### src/rtl/hex_disp_pkg.sv
// Shared types and constants for the multi-channel hex display controller:
// segment type, blank pattern and the active-low hex font.
package hex_disp_pkg;

  localparam int unsigned SEG_W = 7;

  typedef logic [SEG_W-1:0] seg_t;

  localparam seg_t SEG_BLANK = 7'b1111111;

  // Active-low glyphs indexed by nibble value, bit6=g ... bit0=a.
  localparam seg_t FONT [16] = '{
    7'b1000000, 7'b1111001, 7'b0100100, 7'b0110000,
    7'b0011001, 7'b0010010, 7'b0000010, 7'b1111000,
    7'b0000000, 7'b0010000, 7'b0001000, 7'b0000011,
    7'b1000110, 7'b0100001, 7'b0000110, 7'b0001110
  };

endpackage

### src/rtl/hex_seg_decode.sv
// Combinational nibble to active-low seven-segment glyph lookup.
module hex_seg_decode
  import hex_disp_pkg::*;
(
  input  logic [3:0] nibble_i,
  output seg_t       seg_c_o
);

  assign seg_c_o = FONT[nibble_i];

endmodule

### src/rtl/hex_display_ctrl.sv
// Multi-channel two-digit hex display driver with per-channel blink and
// leading-zero suppression, plus a shared PWM brightness control.
module hex_display_ctrl
  import hex_disp_pkg::*;
#(
  parameter int unsigned NUM_CH    = 3,
  parameter int unsigned BLINK_DIV = 25_000_000,
  parameter int unsigned PWM_BITS  = 4
) (
  input  logic                  clk_clk,
  input  logic                  reset_reset,
  input  logic [8*NUM_CH-1:0]   data_in,
  input  logic [NUM_CH-1:0]     wr_en,
  input  logic [NUM_CH-1:0]     blink_mask,
  input  logic [NUM_CH-1:0]     lz_en,
  input  logic [PWM_BITS-1:0]   brightness,
  output logic [7*NUM_CH-1:0]   led0,
  output logic [7*NUM_CH-1:0]   led1
);

  localparam int unsigned PRESC_W = 32;
  localparam int unsigned LED_W   = SEG_W * NUM_CH;

  logic [7:0]          value_q [NUM_CH];
  seg_t                lo_seg  [NUM_CH];
  seg_t                hi_seg  [NUM_CH];

  logic [PRESC_W-1:0]  presc_q, presc_d;
  logic                blink_phase_q, blink_phase_d;
  logic [PWM_BITS-1:0] pwm_cnt_q, pwm_cnt_d;
  logic [LED_W-1:0]    led0_q, led0_d;
  logic [LED_W-1:0]    led1_q, led1_d;
  logic                pwm_lit;

  // Per-channel value registers; reset wins over any write strobe.
  always_ff @(posedge clk_clk) begin
    for (int i = 0; i < int'(NUM_CH); i++) begin
      if (reset_reset) begin
        value_q[i] <= 8'h00;
      end else if (wr_en[i]) begin
        value_q[i] <= data_in[8*i +: 8];
      end
    end
  end

  for (genvar g = 0; g < int'(NUM_CH); g++) begin : g_ch
    hex_seg_decode u_lo (.nibble_i(value_q[g][3:0]), .seg_c_o(lo_seg[g]));
    hex_seg_decode u_hi (.nibble_i(value_q[g][7:4]), .seg_c_o(hi_seg[g]));
  end

  // Shared blink prescaler and PWM counter next-state.
  always_comb begin
    presc_d       = presc_q + PRESC_W'(1);
    blink_phase_d = blink_phase_q;
    pwm_cnt_d     = pwm_cnt_q + PWM_BITS'(1);
    if (presc_q == PRESC_W'(BLINK_DIV - 1)) begin
      presc_d       = '0;
      blink_phase_d = ~blink_phase_q;
    end
  end

  assign pwm_lit = (brightness == {PWM_BITS{1'b1}}) || (brightness > pwm_cnt_q);

  // Blank priority: PWM off, then blink, then leading zero, then glyph.
  always_comb begin
    led0_d = {LED_W{1'b1}};
    led1_d = {LED_W{1'b1}};
    for (int i = 0; i < int'(NUM_CH); i++) begin
      if (pwm_lit && !(blink_mask[i] && blink_phase_q)) begin
        led0_d[SEG_W*i +: SEG_W] = lo_seg[i];
        if (!(lz_en[i] && (value_q[i][7:4] == 4'h0))) begin
          led1_d[SEG_W*i +: SEG_W] = hi_seg[i];
        end
      end
    end
  end

  always_ff @(posedge clk_clk) begin
    if (reset_reset) begin
      presc_q       <= '0;
      blink_phase_q <= 1'b0;
      pwm_cnt_q     <= '0;
      led0_q        <= {LED_W{1'b1}};
      led1_q        <= {LED_W{1'b1}};
    end else begin
      presc_q       <= presc_d;
      blink_phase_q <= blink_phase_d;
      pwm_cnt_q     <= pwm_cnt_d;
      led0_q        <= led0_d;
      led1_q        <= led1_d;
    end
  end

  assign led0 = led0_q;
  assign led1 = led1_q;

endmodule

### config.mk
export PLATFORM = sky130hd
export DESIGN_NAME = hex_display_ctrl
export DESIGN_NICKNAME = d
export VERILOG_FILES = /design/src/rtl/hex_disp_pkg.sv /design/src/rtl/hex_seg_decode.sv /design/src/rtl/hex_display_ctrl.sv
export SDC_FILE = /design/constraint.sdc
export NUM_CORES = 1
export LEC_CHECK = 0
export ABC_AREA = 1
export BUFFER_PORTS_ARGS = -buffer_cell sky130_fd_sc_hd__buf_4
export CORE_MARGIN = 2
export CORE_UTILIZATION = 50
export DETAILED_ROUTE_END_ITERATION = 7
export PLACE_DENSITY = 0.8
export SLEW_MARGIN = 30
export SYNTH_ARGS = -nofsm -noshare
export SYNTH_HDL_FRONTEND = slang
export SYNTH_SLANG_ARGS = --single-unit
export TNS_END_PERCENT = 1
### constraint.sdc
create_clock -name clk_clk -period 1.4 [get_ports clk_clk]
set_input_delay 0.14 -clock clk_clk [delete_from_list [all_inputs] [get_ports clk_clk]]
set_output_delay 0.14 -clock clk_clk [all_outputs]
set_load 0.05 [all_outputs]
# ---- Yosys cells after proc, flatten, opt, wreduce, memory -nomap -nowiden
# Memory sizes are Yosys's and may differ from the RTL's. A register that Yosys moved wholly into a read port is not among the register bits.
# Index checks and enable logic that the tools add are counted.
dict set report word_totals {
  output_inout_bits 42
  n_memories 7
  romBits 672
  register_bits 37
  ramBits 24
  elab_cells 65
}
dict set report op_classes {
  bitwise 13
  muxes 14
  n_lt_le_gt_ge 1
  n_reduce_logical 23
  eq_ne 2
  add_sub_neg 2
}
# name depth width read_ports rd_clocked_by_memory_dff write_ports line_no
set memory_table {}
lappend memory_table {{(no name shown)} 16 7 1 1 0 hex_seg_decode.sv:9} ;# assign seg_c_o = FONT[nibble_i];
lappend memory_table {{(no name shown)} 16 7 1 1 0 hex_seg_decode.sv:9}
lappend memory_table {{(no name shown)} 16 7 1 1 0 hex_seg_decode.sv:9}
lappend memory_table {{(no name shown)} 16 7 1 1 0 hex_seg_decode.sv:9}
lappend memory_table {{(no name shown)} 16 7 1 1 0 hex_seg_decode.sv:9}
lappend memory_table {{(no name shown)} 16 7 1 1 0 hex_seg_decode.sv:9}
lappend memory_table {{+1 memories} n/a n/a n/a n/a n/a n/a}
# op count
set ops {}
lappend ops {{adder 32 x 1 -> 32 bit, second input constant} 1}
lappend ops {{equality test 32 x 25 -> 1 bit, second input constant} 1}
lappend ops {{inverter 4 -> 5 bit} 6}
lappend ops {{2-to-1 mux 8 bit} 3}
lappend ops {{logical NOT 4 bit} 3}
lappend ops {{2-to-1 mux 1 bit} 11}
lappend ops {{logical AND 1 bit} 9}
lappend ops {{OR reduction 3 bit} 3}
lappend ops {{OR reduction 2 bit} 4}
lappend ops {{adder 4 x 1 -> 4 bit, second input constant} 1}
lappend ops {{equality test 4 bit, second input constant} 1}
lappend ops {{> comparator 4 bit} 1}
lappend ops {{inverter 1 bit} 4}
lappend ops {{logical NOT 1 bit} 3}
lappend ops {{OR 1 bit} 3}
lappend ops {{logical OR 1 bit} 1}

# ---- Depth between registers and ports, before layout
# Gate-level depths: netlist of run 1.
dict set report logic_depth {
  word_depth 5
  ltp_mapped 12
}

# ---- Modules after synthesis
# A second synthesis of run 1 with hierarchy kept.
dict set report unflattened {
  hier_cells 828
  hier_area_um2 5931.9
}
# module n_inst cells_per_inst seq_area_each_um2 area_per_inst_um2
set by_module_without_submodules {}
lappend by_module_without_submodules {hex_display_ctrl 1 534 2302.2 4287.9}
lappend by_module_without_submodules {hex_seg_decode 6 49 0.0 274.0}

# ---- Worst setup path before layout of run 1
# OpenSTA, ideal clock, no wires.
dict set report synth_timing {
  kind {flip-flop to flip-flop}
  from {register presc_q[0]}
  to {register presc_q[28]}
  setup_time_ns 0.116
  stages_incl_launch_ff 10
  synth_period_minus_slack_ns 1.448
  setup_slack_ns -0.048
  path_buffers 1
  t_arrival_ns 1.332
  required_time_ns 1.284
  path_cell_list {dfxtp_1 ha_1 inv_2 nor2_4 nand3_2 nor2_2 nand2_2 nand2_4 buf_12 a21oi_1}
}
dict set report synth_between {
  elab_chain_len 2
  word_cells_on_any_way 3
}
# element line_no
set synth_lines {}
lappend synth_lines {{start: declaration} hex_display_ctrl.sv:28} ;# logic [PRESC_W-1:0] presc_q, presc_d;
lappend synth_lines {{start signal: assignment} hex_display_ctrl.sv:86} ;# presc_q <= presc_d;
lappend synth_lines {{parallel branches: the longest is 2 deep, another holds adder 32 x 1 -> 32 bit} n/a}
# Several ways; the timed one is not identified.
# A chain may end at the register's enable or synchronous reset.

# ---- Final worst setup path of run 1
dict set report layout_timing {
  from {register pwm_cnt_q[1]}
  to {register led1_q[12], in the netlist led1[12]}
}
dict set report layout_between {
  elab_chain_len 5
}
# element line_no
set layout_lines {}
lappend layout_lines {{start: declaration} hex_display_ctrl.sv:30} ;# logic [PWM_BITS-1:0] pwm_cnt_q, pwm_cnt_d;
lappend layout_lines {{start signal: assignment} hex_display_ctrl.sv:88} ;# pwm_cnt_q <= pwm_cnt_d;
lappend layout_lines {{> comparator 4 bit} hex_display_ctrl.sv:62} ;# assign pwm_lit = (brightness == {PWM_BITS{1'b1}}) || (brightness > pwm_cnt_q);
lappend layout_lines {{logical OR 1 bit} hex_display_ctrl.sv:62}
lappend layout_lines {{logical AND 1 bit} hex_display_ctrl.sv:69} ;# if (pwm_lit && !(blink_mask[i] && blink_phase_q)) begin
lappend layout_lines {{inverter 1 bit (no source line)} n/a}
lappend layout_lines {{OR reduction 3 bit (no source line)} n/a}
lappend layout_lines {{end: declaration} hex_display_ctrl.sv:32} ;# logic [LED_W-1:0] led1_q, led1_d;
# Every way passes these cells.

==> results of run 1 <==
==> synthesized netlist by cell type <==
cell type,count
o211ai_1,1
buf_6,1
clkinv_1,2
a21oi_2,8
o22ai_1,1
o21ai_0,39
buf_12,1
xor2_1,9
nor3_1,5
o21bai_1,3
edfxtp_1,24
nor2_1,126
xnor2_1,6
buf_8,2
nand2_4,1
nand2_2,3
ha_1,42
nand4_1,34
nand3b_1,5
a21oi_1,39
nor2_2,5
a211o_1,2
nand3_2,1
a31oi_1,4
a211oi_1,2
buf_2,3
nand2_1,156
clkbuf_1,9
nor2_4,2
dfxtp_1,79
inv_1,92
or2_2,5
inv_2,1
nand3_1,19
==> area by class of cell <==
| cell class | instances | area [um^2] | area share (%) |
|---|---|---|---|
| multi-input cells | 518 | 2890 | 42.3 |
| flip-flops and latches | 103 | 2310 | 33.9 |
| repair buffers | 115 | 901 | 13.2 |
| inverters | 95 | 359 | 5.26 |
| well taps | 140 | 175 | 2.57 |
| clock buffers | 9 | 124 | 1.81 |
| clock inverters | 7 | 66.3 | 0.972 |
==> worst paths after layout <==
| path | end | slack (ns) | depth (start not counted) |
|---|---|---|---|
| setup / recovery | led1[12] | -0.10 | 10 |
| setup reg to reg | led1[12] | -0.10 | 10 |
| hold reg to reg | presc_q[28] | 0.48 | 2 |
| hold / removal | blink_phase_q | 0.02 | 2 |
==> logic make-up (layout without fill, tap and decap cells) <==
group,count (synthesis),after routing,share of synthesized area (%)
and+or+nand+nor,362,362,28.1
buffers and inverters,111,226,8.43
DFF,103,103,41.6
xor gates and xnor gates,15,15,2.37
AOI/OAI and AO/OA,99,99,10.0
adders and majority gates,42,42,9.50
==> power by group <==
group          switching (mW)  internal (mW)  total, mW
logic                    1.07          0.570       1.64
clock network            1.11          0.687       1.80
registers               0.140           3.26       3.40
total                    2.33           4.52       6.85
==> worst max-delay path: cells and delay by family, from the launching register on <==
kind	cells	cell delay, ns
adders and majority gates	1	0.26
DFF	1	0.35
buffers and inverters	2	0.25
AOI/OAI and AO/OA	1	0.17
and+or+nand+nor	6	0.36
==> registers in the layout, summed over array words and instances (netlist names) <==
name and count:
led1 21, led0 21, value_q 24, presc_q 32, pwm_cnt_q 4, blink_phase_q 1
==> layer usage <==
metal / track usage, % / wire, um / vias up / part of all wire [%]
li1: - / - / 2571 / -
met1: 26.4 / 5410 / 2230 / 45
met2: 36.7 / 5840 / 120 / 48
met3: 2.87 / 601 / 21 / 5.0
met4: 6.51 / 202 / 0 / 1.7
met5: 0 / 0 / - / 0
==> repair_timing <==
item                       4_1_cts  5_1_grt
gates cloned                     0        0
pin swaps                        2        3
setup endpoints to repair       75       75
setup buffers                    0        0
resized for setup               11       29
==> metrics, run 1 <==
Cell Area, Placed=between 0.006 and 0.007 mm^2; dpl cells=between 900 and 1000; outcome=finished, violations left; Tot GR Track Use=between 20% and 30%; Initial Utilization=approximately 50%; WL/cell=12.2 um; largest net degree at the start of global routing=31; Critical Path Source=pwm_cnt_q[1]; Worst-Margin Slew=about 0.43 ns; Antenna Cells=0; DRC=0; DR vias/cell=5.01; Syn Area/Cell=7.56 um^2; Fillers=930; initial antenna violation count=0; Hold WC Path Type=primary input to flop; number of global-route vias before repair=about 4500; hold_sp=reset_reset; Critical Path AT=1.75 ns; Peak VDD IR=roughly 0.56 mV; hold slack=~0.016 ns; top post-synthesis cells by area=dfxtp_1, edfxtp_1, nand2_1; critical path's slowest cell=dfxtp_2; HPWL after DPL=between 9000 and 10000 um; Area Growth Syn to Fin=23.3%; Skew-Pair Late Insertion Delay=roughly 0.38 ns; IO buf count=80; via count=~5000; Total Die Area=~0.012 mm^2; Max Freq=roughly 0.67 GHz; Post-Syn Instances=732; Ports=just over 80; Sink Count=103; MaxCap Viol Count=0; cell area after layout=0.00683 mm^2; R2R Path Start=pwm_cnt_q[1]; Design Power=slightly below 7 mW; CORE AREA=around 0.011 mm^2; Die Y=109 um; Routed WL=about 12000 um; CP max stage delay=approximately 0.35 ns; CTS Buffer Depth=2; post-layout min period=between 1.5 and 2 ns; H-tree depth=3; CTS clk-pin slew, worst paths=0.11 ns; TritonCTS clock tree=done; failing checks=setup timing; drt first pass iters=5; final-report max-slew violation count=0; hold-fix buffers at CTS=0; share of layout cells above drive strength 1=between 20% and 30%; final setup violation count=35; Setup WS post-layout=-0.101 ns; worst path cell trace=inv_2 > ha_4 > nand2_1 > nand2_1 > nand2_1 > nand2_1 > nand2_2 > a21oi_2 > buf_12 > nand4_1; Layout Cells excl Fill=around 990; endpoints failing hold=0; Yosys warning total=0; Unique masters post-synth=34; RSZ-0062 raised after global routing=true; Post-DRT Antenna Nets=0; commonest non-fill, non-tap cell in the layout=nand2_1; fin util=between 60% and 70%; CP Launch Type=flop; Yosys top cell by area=dfxtp_1; flops & latches, synth=about 100; TNS Setup=-2.58 ns; Setup crit end kind=flop; crit-path most repeated cell=nand2_1; CTS root buf=clkbuf_8; Setup WS pre-CTS=-0.143 ns; Cell Pwr Density=about 1000 mW/mm^2; FP Rows=38; Post-Syn Nets=roughly 800; Post-Syn Area=~0.0055 mm^2; sequential share of the synthesized area=41.6%; total gr overflow=0; clock buffer count from CTS=9; Slew Limit Headroom=slightly above 70%; clk_skew=between 0.01 and 0.015 ns; Placer Congestion=0.929; worst-path fanout max=30; drt first-iter violations=291; crit share post-route=107%; CP Data Required Time=1.65 ns; CP Class=flop to flop; first-pass GRT wire length=19900 um; die width=109 um; leakage=around 2.8 nW; Synth top area share=28.6%; nets@finish=approximately 920; most frequent cells in the layout=nand2_1, nor2_1, buf_4, inv_1, dfxtp_1
(Power assumes the default switching activity.)
==> run 2: changes to the inputs <==
--- a/config.mk
+++ b/config.mk
@@ -6,5 +6,5 @@
 export NUM_CORES = 1
 export LEC_CHECK = 0
-export ABC_AREA = 1
+export ABC_AREA = 0
 export BUFFER_PORTS_ARGS = -buffer_cell sky130_fd_sc_hd__buf_4
 export CORE_MARGIN = 2
==> constraint.sdc (replaced) <==
create_clock -name clk_clk -period 1.4 [get_ports clk_clk]
set_input_delay 0.07 -clock clk_clk [delete_from_list [all_inputs] [get_ports clk_clk]]
set_output_delay 0.07 -clock clk_clk [all_outputs]
set_load 0.05 [all_outputs]
==> run 2 against run 1 <==
The run still ends with setup timing left. Critical endpoint is now led1[15]. Register-to-register slack got worse by 0.20 ns. Clock skew decreased by 0.0010 ns. Combinational power up 27%. Global-route usage is 1.0 points higher.
==> metrics, run 2 <==
MaxCap Viol Count=0 (unchanged); number of global-route vias before repair=4431 (was 4537); CP Launch Type=flop (unchanged); commonest non-fill, non-tap cell in the layout=buf_4 (was nand2_1); Post-DRT Antenna Nets=0 (unchanged); nets@finish=819 (was 923); count leader, synth=dfxtp_1 (was nand2_1); Slew Limit Headroom=70.1% (was 71.3%); Post-synth EDFFs=24 (unchanged); drt first-iter violations=254 (was 291); Post-Syn Nets=632 (was 813); hold slack=0.0156 ns (was 0.0157 ns); DRC=0 (unchanged); Skew-Pair Late Insertion Delay=0.36 ns (was 0.38 ns); Initial Utilization=51.0% (was 51.1%); Sink Count=103 (unchanged); biggest regs=presc_q (32), value_q (24) (unchanged); Internal=5.15 mW (was 4.52 mW); Clk pwr share=26.6% (was 26.3%); clock buffer count from CTS=9 (unchanged); Cell Area, Placed=0.00667 mm^2 (was 0.00651 mm^2); sequential share of the synthesized area=44.4% (was 41.6%); Synth top area share=30.5% (was 28.6%); flops & latches, synth=103 (unchanged); CP Data Required Time=1.64 ns (was 1.65 ns); Fillers=696 (was 930); total gr overflow=0 (unchanged); CTS Buffer Depth=2 (unchanged); most frequent cells in the layout=buf_4, dfxtp_1, nor2_1, ha_1, nand3_1 (was nand2_1, nor2_1, buf_4, inv_1, dfxtp_1); Antenna Cells=0 (unchanged); Syn Area/Cell=9.42 um^2 (was 7.56 um^2); Critical Path AT=1.94 ns (was 1.75 ns); drt first pass iters=5 (unchanged); final-report max-slew violation count=0 (unchanged); leakage=3.14 nW (was 2.84 nW); Max Freq=0.588 GHz (was 0.666 GHz); largest net degree at the start of global routing=43 (was 31); Peak VDD IR=0.588 mV (was 0.561 mV); clk_skew=0.0124 ns (was 0.0134 ns); Post-Syn Area=0.00519 mm^2 (was 0.00553 mm^2); H-tree depth=3 (unchanged); Primary FF master, synth=dfxtp_1 (unchanged); Worst-Margin Slew=0.447 ns (was 0.431 ns); Design Power=7.47 mW (was 6.85 mW); Area Growth Syn to Fin=39.9% (was 23.3%); IO buf count=80 (unchanged); Setup crit end kind=flop (unchanged); Yosys warning total=0 (unchanged); Tot GR Track Use=21.8% (was 20.8%); first-pass GRT wire length=19800 um (was 19900 um); RSZ-0062 raised after global routing=true (unchanged); Ports=81 (unchanged); Die Y=106 um (was 109 um); DR vias/cell=5.29 (was 5.01); share of layout cells above drive strength 1=33.2% (was 22.6%); CORE AREA=0.0102 mm^2 (was 0.0108 mm^2); final setup violation count=74 (was 35); most frequent cells after synthesis=dfxtp_1, nor2_1, nand3_1 (was nand2_1, nor2_1, inv_1); Routed WL=12800 um (was 12100 um); Post-synth ARST share=0% (unchanged); post-layout min period=1.70 ns (was 1.50 ns); CP Class=flop to flop (unchanged); Unique masters post-synth=41 (was 34); Placer Congestion=0.900 (was 0.929); via count=4648 (was 4942); Total Die Area=0.0112 mm^2 (was 0.0119 mm^2); Setup WS post-layout=-0.302 ns (was -0.101 ns); Cell Pwr Density=1030 mW/mm^2 (was 1000 mW/mm^2); initial antenna violation count=0 (unchanged); cell area after layout=0.00726 mm^2 (was 0.00683 mm^2); Yosys top cell by area=dfxtp_1 (unchanged); TritonCTS clock tree=done (unchanged); crit share post-route=122% (was 107%); endpoints failing hold=0 (unchanged); HPWL after DPL=8970 um (was 9180 um); CTS clk-pin slew, worst paths=0.09 ns (was 0.11 ns); Post-Syn Instances=551 (was 732); Hold WC Path Type=primary input to flop (unchanged); failing checks=setup timing (unchanged); WL/cell=14.6 um (was 12.2 um); worst-path fanout max=10 (was 30); FP Rows=37 (was 38); Setup WS pre-CTS=-0.240 ns (was -0.143 ns); Comb power frac=27.9% (was 24.0%); die width=106 um (was 109 um); top post-synthesis cells by area=dfxtp_1, edfxtp_1, ha_1 (was dfxtp_1, edfxtp_1, nand2_1); Sw Pwr=2.32 mW (was 2.33 mW); Largest Register=presc_q (unchanged); power share of the sequential group=45.6% (was 49.7%); outcome=finished, violations left (unchanged); CTS root buf=clkbuf_8 (unchanged); max FFs per register=32 (unchanged); switching share of power=31.1% (was 34.0%)
[run 2: cell types whose count changed in the layout (fill, tap and decap cells not counted), moves of 8 or more]
cell,before,now
nand4_1,34,20
buf_4,112,179
xor2_1,9,24
inv_1,88,28
a21oi_1,36,16
a21oi_2,11,0
dlygate4sd3_1,0,19
and2_1,0,26
nand2_1,151,26
nor2_1,117,58
nand3_1,19,39
nor2_2,10,2
[run 2: final cells by class]
| cell class | instances | area (um^2) | area share, % |
|---|---|---|---|
| multi-input combinational | 388 | 2770 | 38.1 |
| sequential | 103 | 2310 | 31.8 |
| timing repair buffer | 206 | 1690 | 23.2 |
| tap | 136 | 170 | 2.34 |
| clock buffer | 10 | 128 | 1.76 |
| inverter | 30 | 113 | 1.55 |
| clock inverter | 6 | 85.1 | 1.17 |
[run 2: worst paths after layout]
kind	startpoint	to	slack (ns)	depth (start not counted)
worst max register to register	pwm_cnt_q[1]	led1[15]	-0.30	9
worst max-delay path	pwm_cnt_q[1]	led1[15]	-0.30	9
worst min-delay path	data_in[19]	value_q[2][3]	0.02	2
worst min register to register	presc_q[0]	presc_q[0]	0.53	2
[run 2: critical path: stages, from the launching register on]
cell,delay (ns)
dfxtp_2,0.35
inv_2,0.04
ha_4,0.25
nor2b_1,0.13
o21a_1,0.19
nor3_4,0.06
o21ai_4,0.17
buf_12,0.14
buf_6,0.15
nand3_1,0.09
[run 2: per-layer routing]
metal | vias up | share of wire, % | global-route usage, %
met2 | 142 | 51 | 39.7
met4 | 0 | 1.7 | 7.24
met5 | - | 0 | 0
met1 | 2200 | 41 | 26.1
li1 | 2280 | - | -
met3 | 26 | 6.1 | 3.59
[run 2: repair_timing]
action,in CTS,in global routing
hold buffers,19,0
setup endpoints to repair,74,74
gates cloned,0,3
hold endpoints to repair,19,0
pin swaps,13,5
buffers inserted,0,2
gates resized for setup,10,17
[run 2: through the flow]
step	std cells	setup TNS (ns)	util, %
2_1_floorplan	551	-8.66	-
3_3_place_gp	840	-9.01	65.5
3_5_place_dp	840	-15.31	65.5
4_1_cts	875	-15.11	69.7
5_1_grt	879	-22.42	71.3
6_report	879	-17.88	71.3
[run 2: cells by family after synthesis]
kind of cell / synth area share, %
xor gates and xnor gates: 5.40
AOI/OAI and AO/OA: 8.56
DFF: 44.4
muxes: 4.63
adders and majority gates: 10.1
buffers and inverters: 4.70
and+or+nand+nor: 22.2
[run 2: power by group through the flow]
stage	Sequential [mW]	Clock, mW	Combinational (mW)
final	3.40	1.99	2.08
after global routing	3.43	2.12	2.23
after CTS	3.40	2.00	1.94
after detailed placement	3.47	0	1.89
after global placement	3.46	0	1.82
after floorplan	3.93	0	0.702
==> run 3: changes to the inputs <==
==> constraint.sdc (replaced) <==
create_clock -name clk_clk -period 1.4 [get_ports clk_clk]
set_input_delay 0.14 -clock clk_clk [delete_from_list [all_inputs] [get_ports clk_clk]]
set_output_delay 0.14 -clock clk_clk [all_outputs]
set_load 0.05 [all_outputs]
==> run 3 against run 2 <==
Clock power about the same. Sequential share of layout area increased by 1.5 points. Final cell count decreased by 2.6%. Critical path type unchanged. Maximum frequency increased by 5.0%. Die area unchanged. The run still ends with setup timing left. Register-to-register slack improved by 0.08 ns. Sequential power about the same. Routed wire length decreased by 8.8%. Critical endpoint is now led1[16].
==> metrics, run 3 (same netlist as run 2, synthesis figures left out) <==
outcome=finished, violations left (unchanged); failing checks=setup timing (unchanged); HPWL after DPL=8970 um (unchanged); CP Data Required Time=1.63 ns (was 1.64 ns); biggest regs=presc_q (32), value_q (24) (unchanged); area occupied by multi-input gates=0.00271 mm^2 (was 0.00277 mm^2); nets@finish=796 (was 819); Die Y=106 um (unchanged); post-layout min period=1.62 ns (was 1.70 ns); total gr overflow=0 (unchanged); hold-fix buffers at CTS=0 (was 19); RSZ-0062 raised after global routing=true (unchanged); drt first-iter violations=182 (was 254); Slew Limit Headroom=70.6% (was 70.1%); Area Growth Syn to Fin=33.5% (was 39.9%); worst path cell trace=inv_1 > ha_1 > nor2b_2 > o21a_1 > nor3_1 > o21ai_2 > buf_12 > nand4_1 (was inv_2 > ha_4 > nor2b_1 > o21a_1 > nor3_4 > o21ai_4 > buf_12 > buf_6 > nand3_1); clk_skew=0.0116 ns (was 0.0124 ns); Setup WS pre-CTS=-0.240 ns (unchanged); DRC=0 (unchanged); largest net degree at the start of global routing=43 (unchanged); hold slack=0.0448 ns (was 0.0156 ns); register area=0.00231 mm^2 (unchanged); Total Die Area=0.0112 mm^2 (unchanged); Max Freq=0.617 GHz (was 0.588 GHz); MaxCap Viol Count=0 (unchanged); Placer Congestion=0.900 (unchanged); Peak VDD IR=0.626 mV (was 0.588 mV); endpoints failing hold=0 (unchanged); crit share post-route=116% (was 122%); Sink Count=103 (unchanged); max FFs per register=32 (unchanged); FP Rows=37 (unchanged); WL/cell=13.7 um (was 14.6 um); Tot GR Track Use=20.9% (was 21.8%); worst-path fanout max=42 (was 10); CP Launch Type=flop (unchanged); delay-heaviest family, CP=flip-flops (was compound AO/OA/AOI/OAI gates); clock buffer count from CTS=9 (unchanged); Fillers=756 (was 696); number of global-route vias before repair=4322 (was 4431); Antenna Cells=0 (unchanged); CTS root buf=clkbuf_8 (unchanged); DR vias/cell=5.18 (was 5.29); CTS Buffer Depth=2 (unchanged); critical path's slowest cell=dfxtp_2 (unchanged); Cell Pwr Density=1050 mW/mm^2 (was 1030 mW/mm^2); R2R Setup Slk=-0.22 ns (was -0.30 ns); drt first pass iters=4 (was 5); initial antenna violation count=0 (unchanged); leakage=3.01 nW (was 3.14 nW); Hold WC Path Type=primary input to flop (unchanged); CTS clk-pin slew, worst paths=0.10 ns (was 0.09 ns); Ports=81 (unchanged); CP Class=flop to flop (unchanged); first-pass GRT wire length=18900 um (was 19800 um); share of layout cells above drive strength 1=32.5% (was 33.2%); Crit path buffers/inverters=2 (was 3); Critical Path AT=1.85 ns (was 1.94 ns); Largest Register=presc_q (unchanged); Worst-Margin Slew=0.440 ns (was 0.447 ns); most frequent cells in the layout=buf_4, dfxtp_1, nor2_1, nand3_1, ha_1 (was buf_4, dfxtp_1, nor2_1, ha_1, nand3_1); Skew-Pair Late Insertion Delay=0.36 ns (about the same); via count=4438 (was 4648); Post-DRT Antenna Nets=0 (unchanged); H-tree depth=3 (unchanged); Initial Utilization=51.0% (unchanged); final-report max-slew violation count=0 (unchanged); CP max stage delay=0.34 ns (was 0.35 ns); Setup WS post-layout=-0.221 ns (was -0.302 ns); commonest non-fill, non-tap cell in the layout=buf_4 (unchanged); Routed WL=11700 um (was 12800 um); Design Power=7.27 mW (was 7.47 mW); CORE AREA=0.0102 mm^2 (unchanged); final setup violation count=74 (unchanged); die width=106 um (unchanged); fin util=68.0% (was 71.3%); Setup crit end kind=flop (unchanged); TritonCTS clock tree=done (unchanged); IO buf count=80 (unchanged)
-- run 3: area by class of cell --
class	count	share of cell area [%]
timing repair buffer	183	20.4
clock inverter	6	1.23
multi-input combinational	388	39.1
clock buffer	10	1.84
tap	136	2.46
inverter	30	1.63
sequential	103	33.4
-- run 3: metal layers --
layer	vias to the layer above	part of all wire (%)	track usage [%]	wire, um
li1	2236	-	-	-
met1	2072	43	24.7	4990
met2	115	51	37.9	6030
met3	15	4.6	3.59	535
met4	0	1.3	7.61	156
met5	-	0	0	0
-- run 3: per-stage QoR --
stage                     instances  setup TNS [ns]  area [um^2]
after floorplan                 551           -8.66         5230
after global placement          840           -9.01         6670
after detailed placement        840          -15.31         6670
after CTS                       856          -15.11         6910
after global routing            856          -20.78         6930
final                           856          -14.20         6930
-- run 3: worst paths after layout --
| path | end | startpoint | depth (start not counted) |
|---|---|---|---|
| worst min-delay path | value_q[0][3] | data_in[3] | 2 |
| worst max-delay path | led1[16] | pwm_cnt_q[1] | 8 |
| worst max register to register | led1[16] | pwm_cnt_q[1] | 8 |
| worst min register to register | presc_q[0] | presc_q[0] | 2 |
-- run 3: repair_timing --
item | 4_1_cts | 5_1_grt
setup endpoints to repair | 74 | 74
pin swaps | 13 | 1
buffers inserted | 0 | 0
resized for setup | 10 | 6
endpoints found under the hold margin | 0 | 0
-- run 3: where the power goes --
part	total (mW)	switching, mW	internal [mW]
combinational	1.89	1.11	0.777
clock	1.98	0.981	1.00
sequential	3.40	0.135	3.27
